`src/rtl/seq_mult_pkg.sv`:
```
// rtl/seq_mult_pkg.sv - shared types and constants for the sequential multiplier
package seq_mult_pkg;

  typedef enum logic [1:0] {
    IDLE = 2'd0,
    RUN  = 2'd1,
    DONE = 2'd2
  } state_e;

  localparam int DEFAULT_WIDTH = 8;

  // Counter must be able to hold WIDTH itself, not just WIDTH-1.
  function automatic int count_width(input int w);
    return $clog2(w + 1);
  endfunction

endpackage

```
`src/rtl/seq_mult_datapath.sv`:
```
// rtl/seq_mult_datapath.sv - M/HI/LO/carry registers with the WIDTH+1 adder and right shifter
module seq_mult_datapath
  import seq_mult_pkg::*;
#(
  parameter int WIDTH = DEFAULT_WIDTH
) (
  input  logic               clk,
  input  logic               reset,
  input  logic               load_i,
  input  logic               step_i,
  input  logic               add_i,
  input  logic [WIDTH-1:0]   m_i,
  input  logic [WIDTH-1:0]   q_i,
  output logic               lo0_o,
  output logic [2*WIDTH-1:0] prod_next_o
);

  logic [WIDTH-1:0] m_q, hi_q, lo_q;
  logic             carry_q;

  logic [WIDTH:0]   acc;
  logic [WIDTH-1:0] hi_d, lo_d;
  logic             carry_d;

  // {carry,HI} is the accumulator, so the sum never overflows before the shift.
  always_comb begin
    acc = {carry_q, hi_q};
    if (add_i) begin
      acc = acc + {1'b0, m_q};
    end
    {carry_d, hi_d, lo_d} = {1'b0, acc, lo_q[WIDTH-1:1]};
    prod_next_o = {hi_d, lo_d};
  end

  assign lo0_o = lo_q[0];

  always_ff @(posedge clk) begin
    if (reset) begin
      m_q     <= '0;
      hi_q    <= '0;
      lo_q    <= '0;
      carry_q <= 1'b0;
    end else if (load_i) begin
      m_q     <= m_i;
      hi_q    <= '0;
      lo_q    <= q_i;
      carry_q <= 1'b0;
    end else if (step_i) begin
      hi_q    <= hi_d;
      lo_q    <= lo_d;
      carry_q <= carry_d;
    end
  end

endmodule

```
`src/rtl/seq_multiplier.sv`:
```
// rtl/seq_multiplier.sv - shift-add multiplier top: FSM, step counter and registered outputs
module seq_multiplier
  import seq_mult_pkg::*;
#(
  parameter int WIDTH = DEFAULT_WIDTH
) (
  input  logic               clk,
  input  logic               reset,
  input  logic               start,
  input  logic [WIDTH-1:0]   multiplicand,
  input  logic [WIDTH-1:0]   multiplier,
  output logic [2*WIDTH-1:0] product,
  output logic               valid,
  output logic               busy
);

  localparam int CW = count_width(WIDTH);
  localparam logic [CW-1:0] LAST_STEP = CW'(WIDTH - 1);

  state_e               state_q;
  logic [CW-1:0]        count_q;
  logic [2*WIDTH-1:0]   product_q;
  logic                 valid_q, busy_q;

  logic                 load, step, lo0;
  logic [2*WIDTH-1:0]   prod_next;

  // A start always wins over an iteration step in the same cycle.
  assign load = start;
  assign step = (state_q == RUN) && !start;

  seq_mult_datapath #(.WIDTH(WIDTH)) u_datapath (
    .clk         (clk),
    .reset       (reset),
    .load_i      (load),
    .step_i      (step),
    .add_i       (step && lo0),
    .m_i         (multiplicand),
    .q_i         (multiplier),
    .lo0_o       (lo0),
    .prod_next_o (prod_next)
  );

  always_ff @(posedge clk) begin
    if (reset) begin
      state_q   <= IDLE;
      count_q   <= '0;
      product_q <= '0;
      valid_q   <= 1'b0;
      busy_q    <= 1'b0;
    end else if (start) begin
      state_q <= RUN;
      count_q <= '0;
      valid_q <= 1'b0;
      busy_q  <= 1'b1;
    end else begin
      case (state_q)
        RUN: begin
          count_q <= count_q + CW'(1);
          if (count_q == LAST_STEP) begin
            state_q   <= DONE;
            product_q <= prod_next;
            valid_q   <= 1'b1;
            busy_q    <= 1'b0;
          end
        end
        default: begin
          state_q <= state_q;
        end
      endcase
    end
  end

  assign product = product_q;
  assign valid   = valid_q;
  assign busy    = busy_q;

endmodule

```
`config.mk`:
```
export PLATFORM = sky130hd
export DESIGN_NAME = seq_multiplier
export DESIGN_NICKNAME = d
export VERILOG_FILES = /design/src/rtl/seq_mult_pkg.sv /design/src/rtl/seq_mult_datapath.sv /design/src/rtl/seq_multiplier.sv
export SDC_FILE = /design/constraint.sdc
export NUM_CORES = 1
export LEC_CHECK = 0
export ABC_CLOCK_PERIOD_IN_PS = 1700
export CORE_UTILIZATION = 35
export DETAILED_ROUTE_END_ITERATION = 12
export GPL_TIMING_DRIVEN = 0
export PLACE_DENSITY_LB_ADDON = 0.2
export SYNTH_ARGS = -nofsm -noshare
export SYNTH_HDL_FRONTEND = slang
export SYNTH_HIERARCHICAL = 1
export SYNTH_SLANG_ARGS = --single-unit
```
`constraint.sdc`:
```
create_clock -name clk -period 1.7 [get_ports clk]
set_input_delay 0.255 -clock clk [delete_from_list [all_inputs] [get_ports clk]]
set_output_delay 0.255 -clock clk [all_outputs]
set_load 0.03 [all_outputs]
```
Word level (Yosys, flattened, before mapping)

Index checks and enable logic that the tools add are counted.

Logic and storage cells: 32
Output and inout port bits: 18
Bits in registers: 47
Input bits: 19

Reductions and logical operators: 10
Equal/unequal tests: 2
Mux-type cells: 9
Bitwise gates (word level): 1
$add $sub $neg: 2

Operators by type and width:

| kind                  | number |
|---|---|
| $mux W8               | 2 |
| $add A8 B8 Y9         | 1 |
| $mux W9               | 1 |
| $mux W1               | 6 |
| $reduce_bool A2 Y1    | 3 |
| $add A4 B1 Y4 const B | 1 |
| $eq A4 B3 Y1 const B  | 1 |
| $reduce_and A2 Y1     | 2 |
| $reduce_and A3 Y1     | 1 |
| $eq A2 B1 Y1 const B  | 1 |
| $logic_and A1 B1 Y1   | 2 |
| $reduce_or A2 Y1      | 1 |
| $logic_not A1 Y1      | 1 |
| $not A1 Y1            | 1 |

Logic depth before layout (Yosys ltp)

Depth after elaboration: 6
Gate-level depth with buffers: 10
Mapped depth without buffers: 10

Cells and area by module

The synthesis kept the hierarchy.

Modules (own cells, without submodules):

| module            | cells an instance | area each (um^2) | seq. area each (um^2) | instances |
|---|---|---|---|---|
| seq_mult_datapath | 163               | 1,415.1          | 480.5                 | 1 |
| seq_multiplier    | 99                | 993.5            | 440.4                 | 1 |

Worst setup path before layout

No wires, ideal clock.

Path kind: reg2reg
From: register state_q[0]
To: register product_q[13], in the netlist product[13]
Clock period less this slack: 1.889 ns
Path buffers: 2
Cell stages (with the launch flop): 9
Slack: -0.189 ns
Setup time: 0.118 ns
Required time: 1.582 ns
Arrival time: 1.771 ns
Cell sequence: dfxtp_1 -> nand2b_1 -> nor2_1 -> and2_1 -> buf_2 -> buf_2 -> mux2_2 -> nand2b_1 -> mux2i_1

Cells in the longest elaborated chain, start to end: 4
Elaborated cells on any way between the ends: 5
Those cells by class: 1 x eq/ne; 1 x mux; 3 x reduce/logical

Ends and longest elaborated chain:

| element                 | line                    | text |
|---|---|---|
| from (decl)             | seq_multiplier.sv:20    | `state_e state_q;` |
| from (signal assigned)  | seq_multiplier.sv:68    | `state_q <= state_q;` |
| $eq A2 B1 Y1            | seq_multiplier.sv:30    | `assign step = (state_q == RUN) && !start;` |
| $logic_and A1 B1 Y1     | seq_multiplier.sv:30    |  |
| named net step          | seq_multiplier.sv:25    | `logic load, step, lo0;` |
| $logic_and A1 B1 Y1     | seq_multiplier.sv:37    | `.add_i (step && lo0),` |
| $mux W9                 | seq_mult_datapath.sv:28 | `if (add_i) begin` |
| named net prod_next[13] | seq_multiplier.sv:26    | `logic [2*WIDTH-1:0] prod_next;` |
| to (signal assigned)    | seq_multiplier.sv:62    | `product_q <= prod_next;` |
| to (decl)               | seq_multiplier.sv:22    | `logic [2*WIDTH-1:0] product_q;` |

The timed path passes the listed nets, and every way through them passes these cells.
A chain may end at the register's enable or synchronous reset.

Final worst setup path

From: register u_datapath.m_q[0]
To: register product_q[13], in the netlist product[13]

Cells in the longest elaborated chain, start to end: 2

Ends and longest elaborated chain:

| element                 | line                    | text |
|---|---|---|
| from (decl)             | seq_mult_datapath.sv:18 | `logic [WIDTH-1:0] m_q, hi_q, lo_q;` |
| from (signal assigned)  | seq_mult_datapath.sv:44 | `m_q <= m_i;` |
| $add A8 B8 Y9           | seq_mult_datapath.sv:29 | `acc = acc + {1'b0, m_q};` |
| $mux W9                 | seq_mult_datapath.sv:28 |  |
| named net prod_next[13] | seq_multiplier.sv:26    |  |

The timed path passes the listed nets, and every way through them passes these cells.

==> results.md <==
- Ys flop type: dfxtp_1
- DP Area: 2870 sq um
- Post-route antenna net violation count: 0
- Logic pwr share: 0.117
- Initial antenna violation count: 0
- Final core utilization: 0.4941
- Register area share after synthesis: 0.3823
- Seq cells post-synth: 46
- Post-route cell area: 3209 sq um
- Startpoint class of the critical path: flop
- Routed len/inst: approximately 14 microns
- Worst Setup Path Type: flop to flop
- Synthesized area: 2409 sq um
- Failing checks: design-rule violations, negative setup slack
- Post-synth ARST share: 0
- Post-Route WL: ~5.7 mm
- Syn_nets: slightly below 300
- Clk Tree Root Cell: clkbuf_8
- Worst slew margin: 0.6663
- Total Power: 2.246 mW
- CTS Sinks: 46
- Fin Hold WS: 0.3239 ns
- Largest net degree at the start of global routing: 16
- Initial Util: 0.3708
- Fin worst setup slack: -0.1540 ns
- Worst-Skew Late Latency: 0.31 ns
- Int Pwr: 1.684 mW
- Ports: 37
- PwrDens: between 600 and 700 nW/um^2
- Final Critical Period: between 1.5 and 2 ns
- DRC: 1
- Die Ht: 84.96 microns
- Cell count after synthesis: 262
- Clock power share: 0.378
- CTS Buffer Depth: 2
- Total congestion overflow: 0
- Total Neg Setup Slack: -0.6373 ns
- Nets: 342
- Leakage: 1.186 nW
- Share of layout cells above drive strength 1: 0.2006
- Final slew viol count: 0
- Row count: 29
- Cell accounting for the most synthesized area: dfxtp_1
- Crit path arrival time: just over 2 ns
- RSZ-0062 raised after global routing: true
- Core ar.: 6495 sq um
- Yosys top cell area share: 0.3823
- P&R area growth vs syn: 33.25%
- Via count: between 1500 and 2000
- Final Cycle Share: 1.091
- HP Class: primary input to flop
- N_diodes: 0
- Sequential Power Share: 0.506
- Net Sw Frac: 0.2504
- Placed Cells: 374
- Peak supply drop: 0.0004271 V
- Placer Congestion: 0.7890
- Global-route wire length before repair: 8.928 mm
- CTS tree: yes
- Setup crit end kind: flop
- Die area: roughly 7200 sq um
- Critical path peak fanout: 2
- Vias in the first global route: 1821
- 1st-pass router iterations: 10
- DIE WIDTH: around 85 microns
- Yosys synthesis warning count: 6
- Depth of the CTS H-tree: 2
- DP HPWL: 4.023 mm
- Clock-pin transition on the worst setup and hold timing paths: 0.09 ns
- Drt first-iter violations: 45
- Final setup violating endpoints: 6
- Hold-fix buffers, CTS: 0
- Clock Skews: between 0.005 and 0.006 ns
- Worst-margin pin slew: 0.5006 ns
- Net Sw Power: 0.5625 mW
- Mean post-synth cell area: 9.193 sq um
- MaxCap Viol Count: 0
- Final Hold Fails: 0
- Distinct cells, synth: 39
- EDFF count, synth: 0
- Fmax: around 0.54 GHz
- Pre-CTS WS: -0.5833 ns
- Total GRT Usage: 0.1585
- Synth area leaders: dfxtp_1 (38%), mux2i_1 (15%), nand2b_1 (9.1%), nor2_1 (6.5%), ha_1 (4.7%)
- Port buffer count: 35
- Vias per cell: roughly 5.0
- Worst Path Required: 1.91 ns
- TritonCTS Buffers: 5
- Non-filler cells, final: between 300 and 400
- Status: finished with violations
==> kinds of logic (layout without fill, tap and decap cells) <==
| family | after synthesis | count (layout) | share of synthesized area |
|---|---|---|---|
| buffers and inverters | 20 | 72 | 0.04311 |
| muxes | 41 | 41 | 0.1730 |
| AOI/OAI and AO/OA | 35 | 35 | 0.1023 |
| DFF | 46 | 46 | 0.3823 |
| and+or+nand+nor | 104 | 104 | 0.2223 |
| xor gates and xnor gates | 6 | 6 | 0.02182 |
| adders and majority gates | 10 | 10 | 0.05507 |
==> layout by cell type, fill, tap and decap left out, drive strengths merged <==
cell,n
buf,15
dfxtp,46
mux2i,36
nor3,9
a211oi,1
mux2,5
a21boi,1
fa,1
a21o,1
o21a,7
clkdlybuf4s50,34
nand2b,35
o211ai,1
o31ai,1
nand3,3
a31oi,1
bufinv,1
inv,5
nor2,42
o21ai,6
nand2,5
nand3b,3
clkbuf,15
and2,1
clkinv,1
a21oi,13
nor2b,2
o41ai,1
or2,1
a311oi,1
xor2,4
o211a,1
dlygate4sd2,1
xnor2,2
or3,2
and4b,1
ha,9
==> synthesized netlist by cell type, types with 2 or more instances <==
cell type  count
xor2_1         4
mux2i_1       36
nor3_2         2
o21a_1         7
nand2_1        5
nor3_1         7
nor2b_1        2
o21ai_0        4
or3_1          2
mux2_2         5
nor2_1        42
nand3_1        3
nand2b_1      35
buf_2          4
inv_1          4
ha_1           9
a21oi_1       13
clkbuf_1       9
dfxtp_1       46
xnor2_1        2
nand3b_1       3
==> what timing repair did <==
| action | CTS | global route |
|---|---|---|
| gates resized for setup | 26 | 16 |
| pin swaps | 10 | 11 |
| endpoints found under the setup margin | 17 | 15 |
| buffers inserted | 5 | 5 |
==> area by class of cell <==
class,instances,area (sq um)
Clock buffer,5,68.82
Fill cell,638,3286
Clock inverter,3,43.79
Inverter,4,15.01
Sequential cell,46,933.4
Multi-Input combinational cell,196,1523
Timing Repair Buffer,44,420.4
Tap cell,77,96.34
Buffer,16,108.9
==> path summary, 6_finish.rpt <==
path | start | to | slack, ns | cells past startpoint
setup / recovery | u_datapath/m_q[0] | product[13] | -0.15 | 10
hold / removal | reset | u_datapath/m_q[2] | 0.32 | 2
setup reg to reg | u_datapath/m_q[0] | product[13] | -0.15 | 10
hold reg to reg | product[1] | product[1] | 0.47 | 2
==> layer usage <==
metal,share of wire,up-vias,global-route usage
met2,0.46,30,0.2449
met4,0.0078,0,0.03698
met1,0.49,909,0.2193
met3,0.035,7,0.04475
met5,0,-,0
li1,-,996,-
==> critical path, stage by stage (launching register included) <==
cell      delay, ns
dfxtp_4        0.37
ha_4           0.16
inv_2          0.05
fa_2           0.21
nor2b_4        0.06
o31ai_4        0.23
nand2_2        0.11
xor2_1         0.15
mux2_4         0.27
nand2b_1       0.08
mux2i_1        0.06
==> state kept, by name, indices dropped and copies added (netlist names) <==
name	flops
count_q	4
product	16
state_q	1
u_datapath/hi_q	8
u_datapath/lo_q	8
u_datapath/m_q	8
valid	1
==> power groups by stage <==
stage | Clock, mW | Combinational (mW) | Sequential [mW]
after floorplan | 0 | 0.152 | 1.15
after global placement | 0 | 0.231 | 1.16
after detailed placement | 0 | 0.235 | 1.16
after CTS | 0.879 | 0.247 | 1.13
after global routing | 0.925 | 0.288 | 1.14
final | 0.848 | 0.262 | 1.14
No activity file was read; power rests on OpenSTA's default activity.
